===== src/rtl/gf180mcu_ef_io__gpio_pkg.sv =====
// Shared constants for the GPIO pad control slice: configuration bit map,
// direction FSM encoding and the pull-resolution helper.
package gf180mcu_ef_io__gpio_pkg;

    localparam int CFG_W = 9;

    localparam int CFG_DOUT   = 0;
    localparam int CFG_OE_REQ = 1;
    localparam int CFG_IE     = 2;
    localparam int CFG_PU     = 3;
    localparam int CFG_PD     = 4;
    localparam int CFG_CS     = 5;
    localparam int CFG_SL     = 6;
    localparam int CFG_PDRV0  = 7;
    localparam int CFG_PDRV1  = 8;

    typedef enum logic [1:0] {
        ST_IN       = 2'd0,
        ST_TURN_ON  = 2'd1,
        ST_OUT      = 2'd2,
        ST_TURN_OFF = 2'd3
    } dir_state_e;

    // Returns {pu, pd}; pull-down wins so the pad never sees both pulls on.
    function automatic logic [1:0] pull_sel(input logic pu, input logic pd);
        return {pu & ~pd, pd};
    endfunction

endpackage


===== src/rtl/gf180mcu_ef_io__gpio_if.sv =====
// Core-side configuration/status bundle of the GPIO pad controller.
interface gf180mcu_ef_io__gpio_if;
    import gf180mcu_ef_io__gpio_pkg::*;

    logic             cfg_we;
    logic [CFG_W-1:0] cfg_wdata;
    logic [CFG_W-1:0] cfg_q;
    logic             irq_clr;
    logic [1:0]       irq_en;
    logic             din;
    logic             irq;
    logic             busy;

    modport master (
        output cfg_we, cfg_wdata, irq_clr, irq_en,
        input  cfg_q, din, irq, busy
    );

    modport slave (
        input  cfg_we, cfg_wdata, irq_clr, irq_en,
        output cfg_q, din, irq, busy
    );

endinterface


===== src/rtl/gf180mcu_ef_io__gpio_infilt.sv =====
// Pad input conditioning: 2-flop synchronizer, debounce filter and
// single-cycle rise/fall pulses on the filtered value.
module gf180mcu_ef_io__gpio_infilt
    import gf180mcu_ef_io__gpio_pkg::*;
#(
    parameter int DEBOUNCE_CYCLES = 4
) (
    input  logic clk_i,
    input  logic rst_i,
    input  logic pad_y_i,
    input  logic ie_i,
    output logic din_o,
    output logic rise_o,
    output logic fall_o
);

    logic       sync1_q, sync2_q;
    logic       din_q, rise_q, fall_q;
    logic [7:0] cnt_q;
    logic       sync_d;
    logic [8:0] cnt_inc;

    // With the input buffer off, feed back the held value so no edge can appear.
    assign sync_d  = ie_i ? pad_y_i : din_q;
    assign cnt_inc = {1'b0, cnt_q} + 9'd1;

    always_ff @(posedge clk_i) begin
        if (rst_i) begin
            sync1_q <= 1'b0;
            sync2_q <= 1'b0;
            din_q   <= 1'b0;
            cnt_q   <= '0;
            rise_q  <= 1'b0;
            fall_q  <= 1'b0;
        end else begin
            sync1_q <= sync_d;
            sync2_q <= sync1_q;
            rise_q  <= 1'b0;
            fall_q  <= 1'b0;
            if (sync2_q == din_q) begin
                cnt_q <= '0;
            end else if (cnt_inc >= 9'(DEBOUNCE_CYCLES)) begin
                din_q  <= sync2_q;
                cnt_q  <= '0;
                rise_q <= sync2_q;
                fall_q <= ~sync2_q;
            end else begin
                cnt_q <= cnt_inc[7:0];
            end
        end
    end

    assign din_o  = din_q;
    assign rise_o = rise_q;
    assign fall_o = fall_q;

endmodule


===== src/rtl/gf180mcu_ef_io__gpio_ctrl.sv =====
// Control stage in front of one bidirectional pad: registered pad pins,
// OE turnaround sequencing and a sticky edge interrupt on the filtered input.
module gf180mcu_ef_io__gpio_ctrl
    import gf180mcu_ef_io__gpio_pkg::*;
#(
    parameter int               TURN_CYCLES     = 2,
    parameter int               DEBOUNCE_CYCLES = 4,
    parameter logic [CFG_W-1:0] CFG_RESET       = 9'h010
) (
    input  logic                       clk_i,
    input  logic                       rst_i,
    gf180mcu_ef_io__gpio_if.slave      bus,
    output logic                       pad_cs_o,
    output logic                       pad_sl_o,
    output logic                       pad_ie_o,
    output logic                       pad_oe_o,
    output logic                       pad_pu_o,
    output logic                       pad_pd_o,
    output logic                       pad_a_o,
    output logic                       pad_pdrv0_o,
    output logic                       pad_pdrv1_o,
    input  logic                       pad_y_i
);

    localparam logic [3:0] TURN_LD = 4'(TURN_CYCLES);
    localparam logic [1:0] PULL_RST = {CFG_RESET[CFG_PU] & ~CFG_RESET[CFG_PD], CFG_RESET[CFG_PD]};

    logic [CFG_W-1:0] cfg_q;
    dir_state_e       state_q, state_d;
    logic [3:0]       tcnt_q, tcnt_d;
    logic             pad_oe_q, pad_ie_q, pad_a_q, busy_q, irq_q;
    logic             pad_cs_q, pad_sl_q, pad_pdrv0_q, pad_pdrv1_q;
    logic [1:0]       pull_q;
    logic             oe_req, din, rise, fall, irq_set;

    assign oe_req  = cfg_q[CFG_OE_REQ];
    assign irq_set = (rise & bus.irq_en[0]) | (fall & bus.irq_en[1]);

    always_comb begin
        state_d = state_q;
        tcnt_d  = tcnt_q;
        unique case (state_q)
            ST_IN: begin
                if (oe_req) begin
                    state_d = ST_TURN_ON;
                    tcnt_d  = TURN_LD;
                end
            end
            ST_TURN_ON: begin
                if (!oe_req) begin
                    state_d = ST_IN;
                    tcnt_d  = '0;
                end else if (tcnt_q <= 4'd1) begin
                    state_d = ST_OUT;
                    tcnt_d  = '0;
                end else begin
                    tcnt_d = tcnt_q - 4'd1;
                end
            end
            ST_OUT: begin
                if (!oe_req) begin
                    state_d = ST_TURN_OFF;
                    tcnt_d  = TURN_LD;
                end
            end
            ST_TURN_OFF: begin
                if (oe_req) begin
                    state_d = ST_TURN_ON;
                    tcnt_d  = TURN_LD;
                end else if (tcnt_q <= 4'd1) begin
                    state_d = ST_IN;
                    tcnt_d  = '0;
                end else begin
                    tcnt_d = tcnt_q - 4'd1;
                end
            end
            default: begin
                state_d = ST_IN;
                tcnt_d  = '0;
            end
        endcase
    end

    always_ff @(posedge clk_i) begin
        if (rst_i) begin
            cfg_q       <= CFG_RESET;
            state_q     <= ST_IN;
            tcnt_q      <= '0;
            pad_oe_q    <= 1'b0;
            pad_ie_q    <= CFG_RESET[CFG_IE];
            pad_a_q     <= 1'b0;
            busy_q      <= 1'b0;
            pad_cs_q    <= CFG_RESET[CFG_CS];
            pad_sl_q    <= CFG_RESET[CFG_SL];
            pad_pdrv0_q <= CFG_RESET[CFG_PDRV0];
            pad_pdrv1_q <= CFG_RESET[CFG_PDRV1];
            pull_q      <= PULL_RST;
            irq_q       <= 1'b0;
        end else begin
            if (bus.cfg_we) begin
                cfg_q <= bus.cfg_wdata;
            end
            state_q  <= state_d;
            tcnt_q   <= tcnt_d;
            // OE rises one cycle after OUT is entered but drops on the very edge OUT is left.
            pad_oe_q <= (state_q == ST_OUT) && (state_d == ST_OUT);
            pad_ie_q <= cfg_q[CFG_IE] && (state_d != ST_TURN_OFF);
            busy_q   <= (state_d == ST_TURN_ON) || (state_d == ST_TURN_OFF);
            pad_a_q     <= cfg_q[CFG_DOUT];
            pad_cs_q    <= cfg_q[CFG_CS];
            pad_sl_q    <= cfg_q[CFG_SL];
            pad_pdrv0_q <= cfg_q[CFG_PDRV0];
            pad_pdrv1_q <= cfg_q[CFG_PDRV1];
            pull_q      <= pull_sel(cfg_q[CFG_PU], cfg_q[CFG_PD]);
            irq_q       <= irq_set | (irq_q & ~bus.irq_clr);
        end
    end

    gf180mcu_ef_io__gpio_infilt #(
        .DEBOUNCE_CYCLES(DEBOUNCE_CYCLES)
    ) u_infilt (
        .clk_i  (clk_i),
        .rst_i  (rst_i),
        .pad_y_i(pad_y_i),
        .ie_i   (pad_ie_q),
        .din_o  (din),
        .rise_o (rise),
        .fall_o (fall)
    );

    assign bus.cfg_q = cfg_q;
    assign bus.din   = din;
    assign bus.irq   = irq_q;
    assign bus.busy  = busy_q;

    assign pad_cs_o    = pad_cs_q;
    assign pad_sl_o    = pad_sl_q;
    assign pad_ie_o    = pad_ie_q;
    assign pad_oe_o    = pad_oe_q;
    assign pad_pu_o    = pull_q[1];
    assign pad_pd_o    = pull_q[0];
    assign pad_a_o     = pad_a_q;
    assign pad_pdrv0_o = pad_pdrv0_q;
    assign pad_pdrv1_o = pad_pdrv1_q;

endmodule

===== src/flat_wrapper.sv =====
// flat-port wrapper written by rule: the top's interface ports become plain ports
module gf180mcu_ef_io__gpio_ctrl_flat import gf180mcu_ef_io__gpio_pkg::*;
#(
    parameter int               TURN_CYCLES     = 2,
    parameter int               DEBOUNCE_CYCLES = 4,
    parameter logic [CFG_W-1:0] CFG_RESET       = 9'h010
)
  (clk_i, rst_i, pad_cs_o, pad_sl_o, pad_ie_o, pad_oe_o, pad_pu_o, pad_pd_o, pad_a_o, pad_pdrv0_o, pad_pdrv1_o, pad_y_i, bus_cfg_we, bus_cfg_wdata, bus_irq_clr, bus_irq_en, bus_cfg_q, bus_din, bus_irq, bus_busy);
  gf180mcu_ef_io__gpio_if bus_i ();
  input  logic clk_i;
  input  logic rst_i;
  output logic pad_cs_o;
  output logic pad_sl_o;
  output logic pad_ie_o;
  output logic pad_oe_o;
  output logic pad_pu_o;
  output logic pad_pd_o;
  output logic pad_a_o;
  output logic pad_pdrv0_o;
  output logic pad_pdrv1_o;
  input  logic pad_y_i;
  input wire logic [$bits(bus_i.cfg_we)-1:0] bus_cfg_we;
  input wire logic [$bits(bus_i.cfg_wdata)-1:0] bus_cfg_wdata;
  input wire logic [$bits(bus_i.irq_clr)-1:0] bus_irq_clr;
  input wire logic [$bits(bus_i.irq_en)-1:0] bus_irq_en;
  output wire logic [$bits(bus_i.cfg_q)-1:0] bus_cfg_q;
  output wire logic [$bits(bus_i.din)-1:0] bus_din;
  output wire logic [$bits(bus_i.irq)-1:0] bus_irq;
  output wire logic [$bits(bus_i.busy)-1:0] bus_busy;
  assign bus_i.cfg_we = bus_cfg_we;
  assign bus_i.cfg_wdata = bus_cfg_wdata;
  assign bus_i.irq_clr = bus_irq_clr;
  assign bus_i.irq_en = bus_irq_en;
  assign bus_cfg_q = bus_i.cfg_q;
  assign bus_din = bus_i.din;
  assign bus_irq = bus_i.irq;
  assign bus_busy = bus_i.busy;
  gf180mcu_ef_io__gpio_ctrl #(.TURN_CYCLES(TURN_CYCLES), .DEBOUNCE_CYCLES(DEBOUNCE_CYCLES), .CFG_RESET(CFG_RESET)) u_core (.clk_i(clk_i), .rst_i(rst_i), .bus(bus_i), .pad_cs_o(pad_cs_o), .pad_sl_o(pad_sl_o), .pad_ie_o(pad_ie_o), .pad_oe_o(pad_oe_o), .pad_pu_o(pad_pu_o), .pad_pd_o(pad_pd_o), .pad_a_o(pad_a_o), .pad_pdrv0_o(pad_pdrv0_o), .pad_pdrv1_o(pad_pdrv1_o), .pad_y_i(pad_y_i));
endmodule

===== config.mk =====
export PLATFORM = sky130hd
export DESIGN_NAME = gf180mcu_ef_io__gpio_ctrl_flat
export DESIGN_NICKNAME = d
export VERILOG_FILES = /design/src/rtl/gf180mcu_ef_io__gpio_pkg.sv /design/src/rtl/gf180mcu_ef_io__gpio_if.sv /design/src/rtl/gf180mcu_ef_io__gpio_infilt.sv /design/src/rtl/gf180mcu_ef_io__gpio_ctrl.sv /design/src/flat_wrapper.sv
export SDC_FILE = /design/constraint.sdc
export NUM_CORES = 1
export LEC_CHECK = 0
export CAP_MARGIN = 10
export CORE_MARGIN = 10
export CORE_UTILIZATION = 28
export CTS_CLUSTER_SIZE = 14
export DETAILED_ROUTE_END_ITERATION = 8
export PLACE_DENSITY_LB_ADDON = 0.05
export SYNTH_ARGS = -nofsm -noshare
export SYNTH_HDL_FRONTEND = slang
export SYNTH_SLANG_ARGS = --single-unit

===== constraint.sdc =====
create_clock -name clk_i -period 3.5 [get_ports clk_i]
set_clock_uncertainty 0.15 [all_clocks]
set_input_delay 0.525 -clock clk_i [delete_from_list [all_inputs] [get_ports clk_i]]
set_output_delay 0.525 -clock clk_i [all_outputs]
set_load 0.02 [all_outputs]

# After elaboration in Yosys (flattened, before gate mapping)
# Index checks and enable logic that the tools add are counted.
[op_classes]
add_sub_neg = 2
order_cmp = 2
eq_ne = 10
mux = 14
bitwise = 11
reduce_logical = 8
[op_table]
columns = ["cell", "n"]
rows = [
  ["2-to-1 mux 4 bit", 5],
  ["case mux 4 bit (4 select lines)", 1],
  ["2-to-1 mux 2 bit", 6],
  ["adder 8 x 1 -> 9 bit (second input constant)", 1],
  [">= comparator 9 x 3 -> 1 bit (second input constant)", 1],
  ["equality test 2 bit (second input constant)", 4],
  ["case mux 2 bit (4 select lines)", 1],
  ["OR reduction 3 bit", 2],
  ["NOT 1 bit", 5],
  ["AND 1 bit", 4],
  ["equality test 2 x 1 -> 1 bit (second input constant)", 2],
  ["<= comparator 4 x 1 -> 1 bit (second input constant)", 1],
  ["inequality test 2 bit (second input constant)", 2],
  ["AND reduction 2 bit", 2],
  ["subtractor 4 x 1 -> 4 bit (second input constant)", 1],
  ["logical AND 1 bit", 2],
  ["zero test 2 bit", 1],
  ["inequality test 2 x 1 -> 1 bit (second input constant)", 1],
  ["OR 1 bit", 2],
  ["equality test 1 bit", 1],
  ["logical OR 1 bit", 1],
  ["2-to-1 mux 1 bit", 1],
]
[word_totals]
regBits = 39
output_inout_bits = 21
word_cells = 66

# Logic depth before layout (Yosys ltp)
# Gate-level depths: netlist of the first run.
[logic_depth]
word_depth = 6
mapped_depth = 7
mapped_depth_nobuf = 7

# By module
# From an unflattened synthesis of the first run, not the netlist that was laid out.
[unflattened]
hier_cells = 140
area_unflattened_um2 = 1428.9
[by_module_without_submodules]
columns = ["mod", "n_inst", "cells_each", "area_per_inst_um2", "seq_area_each_um2"]
rows = [
  ["gf180mcu_ef_io__gpio_ctrl", 1, 104, 993.5, 520.5],
  ["gf180mcu_ef_io__gpio_infilt", 1, 36, 435.4, 260.2],
]

# Least setup slack after synthesis of the first run
# Ideal clock, no wire load.
[synth_timing]
path_kind = "register to register"
from = "reg u_core.tcnt_q[0]"
to = "reg u_core.tcnt_q[1]"
setup_time_ns = 0.096
arrival_ns = 1.594
required_time_ns = 3.254
setup_slack_ns = 1.661
stages_incl_launch_ff = 8
synth_period_minus_slack_ns = 1.839
cell_sequence = "dfxtp_1 inv_1 ha_1 nor2_1 nor3_1 or2_2 maj3_1 a221oi_1"
[synth_between]
elab_chain_cells = 4
elab_cells_between_ends = 6
[synth_lines]
columns = ["element", "line", "text"]
rows = [
  ["start, declared", "gf180mcu_ef_io__gpio_ctrl.sv:30", "logic [3:0] tcnt_q, tcnt_d;"],
  ["start signal, assigned", "gf180mcu_ef_io__gpio_ctrl.sv:104", "tcnt_q <= tcnt_d;"],
  ["subtractor 4 x 1 -> 4 bit or <= comparator 4 x 1 -> 1 bit (tied branches)", "n/a", ""],
  ["2-to-1 mux 4 bit *", "gf180mcu_ef_io__gpio_ctrl.sv:53, gf180mcu_ef_io__gpio_ctrl.sv:70", ""],
  ["2-to-1 mux 4 bit (on tied branches)", "gf180mcu_ef_io__gpio_ctrl.sv:67, gf180mcu_ef_io__gpio_ctrl.sv:50", ""],
  ["case mux 4 bit (4 select lines) *", "gf180mcu_ef_io__gpio_ctrl.sv:42", "unique case (state_q)"],
]
# Every way passes the cells marked *; elsewhere a longest branch is shown, timed or not.
# A chain may end at the register's enable or synchronous reset.

# Worst setup path after layout of the first run
[layout_timing]
from = "reg u_core.cfg_q[1] (netlist: u_core.bus.cfg_q[1])"
to = "out bus_cfg_q[1]"
[layout_rtl]
columns = ["element", "line", "text"]
rows = [
  ["start, declared", "gf180mcu_ef_io__gpio_ctrl.sv:28", "logic [CFG_W-1:0] cfg_q;"],
  ["start signal, assigned", "gf180mcu_ef_io__gpio_ctrl.sv:101", "cfg_q <= bus.cfg_wdata;"],
  ["end, declared", "flat_wrapper.sv:26", "output wire logic [$bits(bus_i.cfg_q)-1:0] bus_cfg_q;"],
]
# No word-level cell between the ends.

==> results of run 1 <==
==> sequential cells by signal, summed over array words and instances (netlist names) <==
register	count
u_core.bus.cfg_q	9
u_core.u_infilt.cnt_q	8
u_core.tcnt_q	4
u_core.pull_q	2
u_core.state_q	2
u_core.bus.irq	1
u_core.pad_a_o	1
u_core.pad_cs_o	1
u_core.pad_ie_o	1
u_core.pad_oe_o	1
u_core.pad_pdrv0_o	1
u_core.pad_pdrv1_o	1
u_core.pad_sl_o	1
u_core.u_infilt.din_o	1
u_core.u_infilt.fall_o	1
u_core.u_infilt.rise_o	1
u_core.u_infilt.sync1_q	1
u_core.u_infilt.sync2_q	1
==> power breakdown <==
| group | switching (mW) | internal (mW) |
|---|---|---|
| clock network | 0.148 | 0.159 |
| logic | 0.0416 | 0.0475 |
| registers | 0.0118 | 0.448 |
==> logic make-up (layout without fill, tap and decap cells) <==
family	after synthesis	in the layout	share of synthesized area (%)
DFF	38	38	53.5
AOI/OAI and AO/OA	20	20	10.3
and+or+nand+nor	55	55	20.9
buffers and inverters	11	52	3.43
other	1	6	0.264
muxes	10	10	7.04
xor gates and xnor gates	2	2	1.23
adders and majority gates	4	4	3.35
==> worst register-to-register path: stages (launching register included) <==
cell	delay, ns
dfxtp_1	0.36
inv_1	0.09
ha_1	0.23
nor2_1	0.09
nor3_1	0.10
or2_2	0.29
maj3_1	0.34
a221oi_1	0.23
==> final timing paths <==
| check | start | end | slack (ns) | cells after the start |
|---|---|---|---|---|
| setup / recovery | u_core.bus.cfg_q[1]$_SDFFE_PP0P_ | bus_cfg_q[1] | 1.40 | 1 |
| hold reg to reg | u_core.u_infilt.sync1_q$_SDFF_PP0_ | u_core.u_infilt.sync2_q$_SDFF_PP0_ | 0.29 | 1 |
| hold / removal | u_core.u_infilt.sync1_q$_SDFF_PP0_ | u_core.u_infilt.sync2_q$_SDFF_PP0_ | 0.29 | 1 |
| setup reg to reg | u_core.tcnt_q[0]$_SDFFE_PP0P_ | u_core.tcnt_q[1]$_SDFFE_PP0P_ | 1.52 | 7 |
==> final cells by class <==
class / count / area [sq um] / share of cell area [%]
clock buffers: 7 / 86.3 / 4.40
inverters: 7 / 26.3 / 1.34
repair buffers: 37 / 368 / 18.8
flip-flops and latches: 38 / 761 / 38.8
multi-input cells: 97 / 631 / 32.2
well taps: 67 / 83.8 / 4.28
clock inverters: 1 / 5.00 / 0.255
==> placed cells by master (no fill, tap or decap), drive strengths merged, types with 2 or more instances in the layout <==
master and instances:
dfxtp 38, clkdlybuf4s50 36, nor2 20, mux2i 10
nor2b 8, inv 7, a21oi 7, clkbuf 7
conb 6, o21ai 6, nand2 5, nor3 4
ha 3, or2 2, or3 2, nand4 2
nand2b 2, nor4b 2, a221oi 2, and3 2
==> through the flow <==
stage | total power, mW | setup WS, ns | area, sq um | utilization (%)
2_1_floorplan | 0.514 | 1.66 | 1440 | -
3_3_place_gp | 0.559 | 1.41 | 1870 | 38.8
3_5_place_dp | 0.560 | 1.36 | 1870 | 38.8
4_1_cts | 0.868 | 1.38 | 1960 | 40.7
5_1_grt | 0.900 | 1.31 | 1960 | 40.7
6_report | 0.856 | 1.40 | 1960 | 40.7
==> per-layer routing <==
layer  global-route usage (%)  wire length (um)
met5                        0                 0
met4                     3.52                52
met1                     8.84              1390
met3                     4.61               268
met2                     12.0              1400
==> out/metrics.yaml, run 1 <==
outcome:
  outcome: "completed"
sta:
  clock.fmax_mhz: 476
  fin_hold_ws_ns: 0.295
  hold_viol: 0
  tightest_slew_ns: 0.583
  fin_crit_ns: 2.10
  max_slew_margin_pct: 61.0
  post-route-period-util_pct: 60.1
  final_max_slew_viol_count: 0
  setup_viol: 0
  rsz0062_at_grt: "false"
  finalSetupTns_ns: 0
grt:
  overflow: 0
  grt_pass1_vias: 1076
  grt_max_degree: 18
  grt_pass1_wl_mm: 5.31
  antenna_found_initial: 0
  grtUsageTotal_pct: 7.93
clock_tree:
  clk_pin_slew_ns: 0.07
  cts_max_path_buffers: 2
  cts_resized: 0
  cts_tree: "done"
  postCtsHoldBufs: 0
  cts_buffers: 5
  cts_root_buf: "clkbuf_8"
  htree_num_levels: 2
  postCtsSetupRepairBufs: 0
  cts.sinks: 38
  clock_latency_ns: 0.29
power:
  ir_drop_uv: 176
  power.density_nw_per_um2: 436
  leakage_nw: 0.784
setup_path:
  path_cells: "clkdlybuf4s50_1"
  crit_path_max_fanout: 8
  max_stage_delay_ns: 0.67
  start_kind: "flip-flop"
  required_ns: 2.82
  cp.arrival_ns: 1.43
  path_class: "flip-flop to output port"
  cpMaxStageDelayCell: "clkdlybuf4s50_1"
  crit_buf_inv: 1
  path_delay_family: "buffers and inverters"
  endpoint_kind: "output port"
detailed_routing:
  dr.pass1.iters: 4
  drcViolationCount: 0
  ant_nets: 0
  wl_per_cell_um: 12.3
  wl_mm: 3.12
  vias: 1077
  vias_per_cell: 4.24
  drtIter0Drc: 25
layout:
  areaGrowthSynthToFinish_pct: 37.9
  diodes: 0
  fillers: 508
  nets: 205
  fin_cells: 254
  drive_gt1_share_pct: 7.49
floorplan:
  rows: 25
  die_y_um: 91.3
  die_area_sq_um: 8330
  die_x_um: 91.3
  io_pins: 37
  design.core.area_sq_um: 4820
  start_util_pct: 29.5
place:
  hpwl_mm: 2.31
  globalplace.congestion: 0.738
  io_buffers: 36
  dp_cells: 246
yosys:
  synth_warnings: 0
  netlist.area_leader.share_pct: 53.5
  synth_area_leaders: "dfxtp_1, mux2i_1, nor2_1"
  ys_seq_area_share_pct: 53.5
  synth_top_area_cell: "dfxtp_1"
  ys_ff_latch: 38
  synth.most_common_cell: "dfxtp_1"
  netlist_instances: 141
  synth_edf_count: 0
  syn_avg_cell_area_sq_um: 10.1
  synth_common_cells: "dfxtp_1, nor2_1, mux2i_1"
  async_flop_share_pct: 0
  ys.flop_type: "dfxtp_1"
  synth_cell_type_count: 37
  syn_area_sq_um: 1420
flow_run:
  max_cap_viol_count: 0
min_path:
  worstHoldPathType: "flip-flop to flip-flop"
Note: power is estimated with default switching activity, not from simulation.
==> run 2: changes to the inputs <==
==> constraint.sdc (replaced) <==
create_clock -name clk_i -period 1.9 [get_ports clk_i]
set_clock_uncertainty 0.15 [all_clocks]
set_input_delay 0.285 -clock clk_i [delete_from_list [all_inputs] [get_ports clk_i]]
set_output_delay 0.285 -clock clk_i [all_outputs]
set_load 0.02 [all_outputs]
==> run 2 against run 1 <==
Net effect: global-route usage about the same; setup slack got worse by 1.3 ns; critical path depth increased by 3; sequential share of layout area decreased by 1.3 points; design area increased by 3.8%; cell count increased by 0.39%.
==> out/metrics.yaml, run 2 (synthesized netlist as in run 1, its figures left out) <==
place:
  io_buffers: 36
  globalplace.congestion: 0.699
  hpwl_mm: 2.30
  place_ws_ns: 0.000101
  dp_cells: 248
floorplan:
  rows: 25
  io_pins: 37
  die_x_um: 91.3
  die_y_um: 91.3
  die_area_sq_um: 8330
  start_util_pct: 29.5
  design.core.area_sq_um: 4820
grt:
  grt_pass1_wl_mm: 5.23
  grt_max_degree: 32
  grtUsageTotal_pct: 7.91
  overflow: 0
  grt_pass1_vias: 1102
  antenna_found_initial: 0
layout:
  top_register: "u_core.bus.cfg_q"
  mostFrequentLayoutCell: "dfxtp_1"
  largest_reg_flops: 9
  fillers: 504
  largestRegisters: "u_core.bus.cfg_q: 9 flops, u_core.u_infilt.cnt_q: 8 flops, u_core.tcnt_q: 4 flops"
  fin_cells: 255
  areaGrowthSynthToFinish_pct: 43.2
  layout_common_cells: "dfxtp_1, clkdlybuf4s50_1, nor2_1, mux2i_1, nor2b_1"
  drive_gt1_share_pct: 12.8
  post-route-util_pct: 42.3
  nets: 207
  diodes: 0
min_path:
  worstHoldPathType: "flip-flop to flip-flop"
detailed_routing:
  drcViolationCount: 0
  drtIter0Drc: 36
  dr.pass1.iters: 4
  ant_nets: 0
  vias_per_cell: 4.36
  wl_per_cell_um: 12.5
  wl_mm: 3.19
  vias: 1112
power:
  intPower_mw: 1.34
  p_sw_share_pct: 21.4
  leakage_nw: 0.830
  seqPwrFrac_pct: 49.7
  pwr-share-clk_pct: 39.9
  ir_drop_uv: 424
  power.density_nw_per_um2: 838
  p_comb_share_pct: 10.4
  switchingPower_mw: 0.365
setup_path:
  crit_path_max_fanout: 5
  endpoint_kind: "flip-flop"
  required_ns: 1.96
  start_kind: "flip-flop"
  path_class: "flip-flop to flip-flop"
  cp.arrival_ns: 1.89
clock_tree:
  clk_pin_slew_ns: 0.07
  cts_root_buf: "clkbuf_8"
  cts_buffers: 5
  cts_max_path_buffers: 2
  postCtsSetupRepairBufs: 0
  htree_num_levels: 2
  clock_latency_ns: 0.28
  cts_tree: "done"
  cts.sinks: 38
outcome:
  outcome: "completed"
sta:
  clock.fmax_mhz: 548
  fin_crit_ns: 1.82
  fin_ws_ns: 0.0751
  hold_viol: 0
  final_max_slew_viol_count: 0
  rsz0062_at_grt: "false"
  post-route-period-util_pct: 96.0
  fin_hold_ws_ns: 0.294
  setup_viol: 0
  finalSetupTns_ns: 0
flow_run:
  max_cap_viol_count: 0
run 2: changes by cell type in the layout (fill, tap and decap cells not counted), moves of 2 or more:
cell / before / now
clkdlybuf4s50_1: 36 / 34
dfxtp_1: 38 / 36
dfxtp_2: 0 / 2
inv_1: 7 / 5
inv_2: 0 / 2
run 2: area by class of cell:
cell class,instances,area [sq um],area share [%]
repair buffers,39,397,19.5
well taps,67,83.8,4.12
flip-flops and latches,38,763,37.5
clock buffers,6,82.6,4.06
multi-input cells,97,653,32.1
clock inverters,1,30.0,1.48
inverters,7,26.3,1.29
run 2: final timing paths:
kind,slack (ns),from,to,depth (start not counted)
max,0.08,u_core.u_infilt.cnt_q[0]$_SDFF_PP0_,u_core.u_infilt.din_o$_SDFFE_PP0P_,4
min,0.29,u_core.bus.cfg_q[3]$_SDFFE_PP0P_,u_core.pull_q[1]$_SDFF_PP0_,2
max reg2reg,0.08,u_core.u_infilt.cnt_q[0]$_SDFF_PP0_,u_core.u_infilt.din_o$_SDFFE_PP0P_,4
min reg2reg,0.29,u_core.bus.cfg_q[3]$_SDFFE_PP0P_,u_core.pull_q[1]$_SDFF_PP0_,2
run 2: repair_timing:
item                       4_1_cts  5_1_grt
setup endpoints to repair        2        2
resized for setup                2        9
hold buffers                     0        0
run 2: power by group through the flow:
| stage | Sequential, mW | Clock (mW) | Combinational [mW] |
|---|---|---|---|
| after global routing | 0.852 | 0.756 | 0.195 |
| final | 0.848 | 0.681 | 0.177 |
| after CTS | 0.847 | 0.719 | 0.175 |
| after detailed placement | 0.865 | 0 | 0.175 |
| after global placement | 0.864 | 0 | 0.173 |
| after floorplan | 0.884 | 0 | 0.0629 |
run 2: per-stage QoR:
step | instance area [sq um] | power (mW)
global route | 2040 | 1.80
CTS | 2010 | 1.74
global placement | 1900 | 1.04
finish | 2040 | 1.71
floorplan | 1440 | 0.947
detailed placement | 1900 | 1.04
run 2: worst max-delay path, stage by stage (launching register included):
cell	delay [ns]
dfxtp_1	0.34
ha_1	0.24
or4_4	0.44
a221oi_4	0.38
mux2i_1	0.21
run 2: routing by layer:
layer	GRT usage, %	vias to the layer above	share of wire [%]
li1	-	570	-
met1	8.31	506	41
met2	12.2	32	49
met3	5.35	4	8.1
met4	3.13	0	1.4
met5	0	-	0
==> run 3: changes to the inputs <==
--- a/config.mk
+++ b/config.mk
@@ -5,6 +5,7 @@
 export SDC_FILE = /design/constraint.sdc
 export NUM_CORES = 1
 export LEC_CHECK = 0
+export ABC_CLOCK_PERIOD_IN_PS = 1900
 export CAP_MARGIN = 10
 export CORE_MARGIN = 10
 export CORE_UTILIZATION = 28
==> results of run 3 <==
No change in the layout: final DEF, timing and power equal those of run 2.
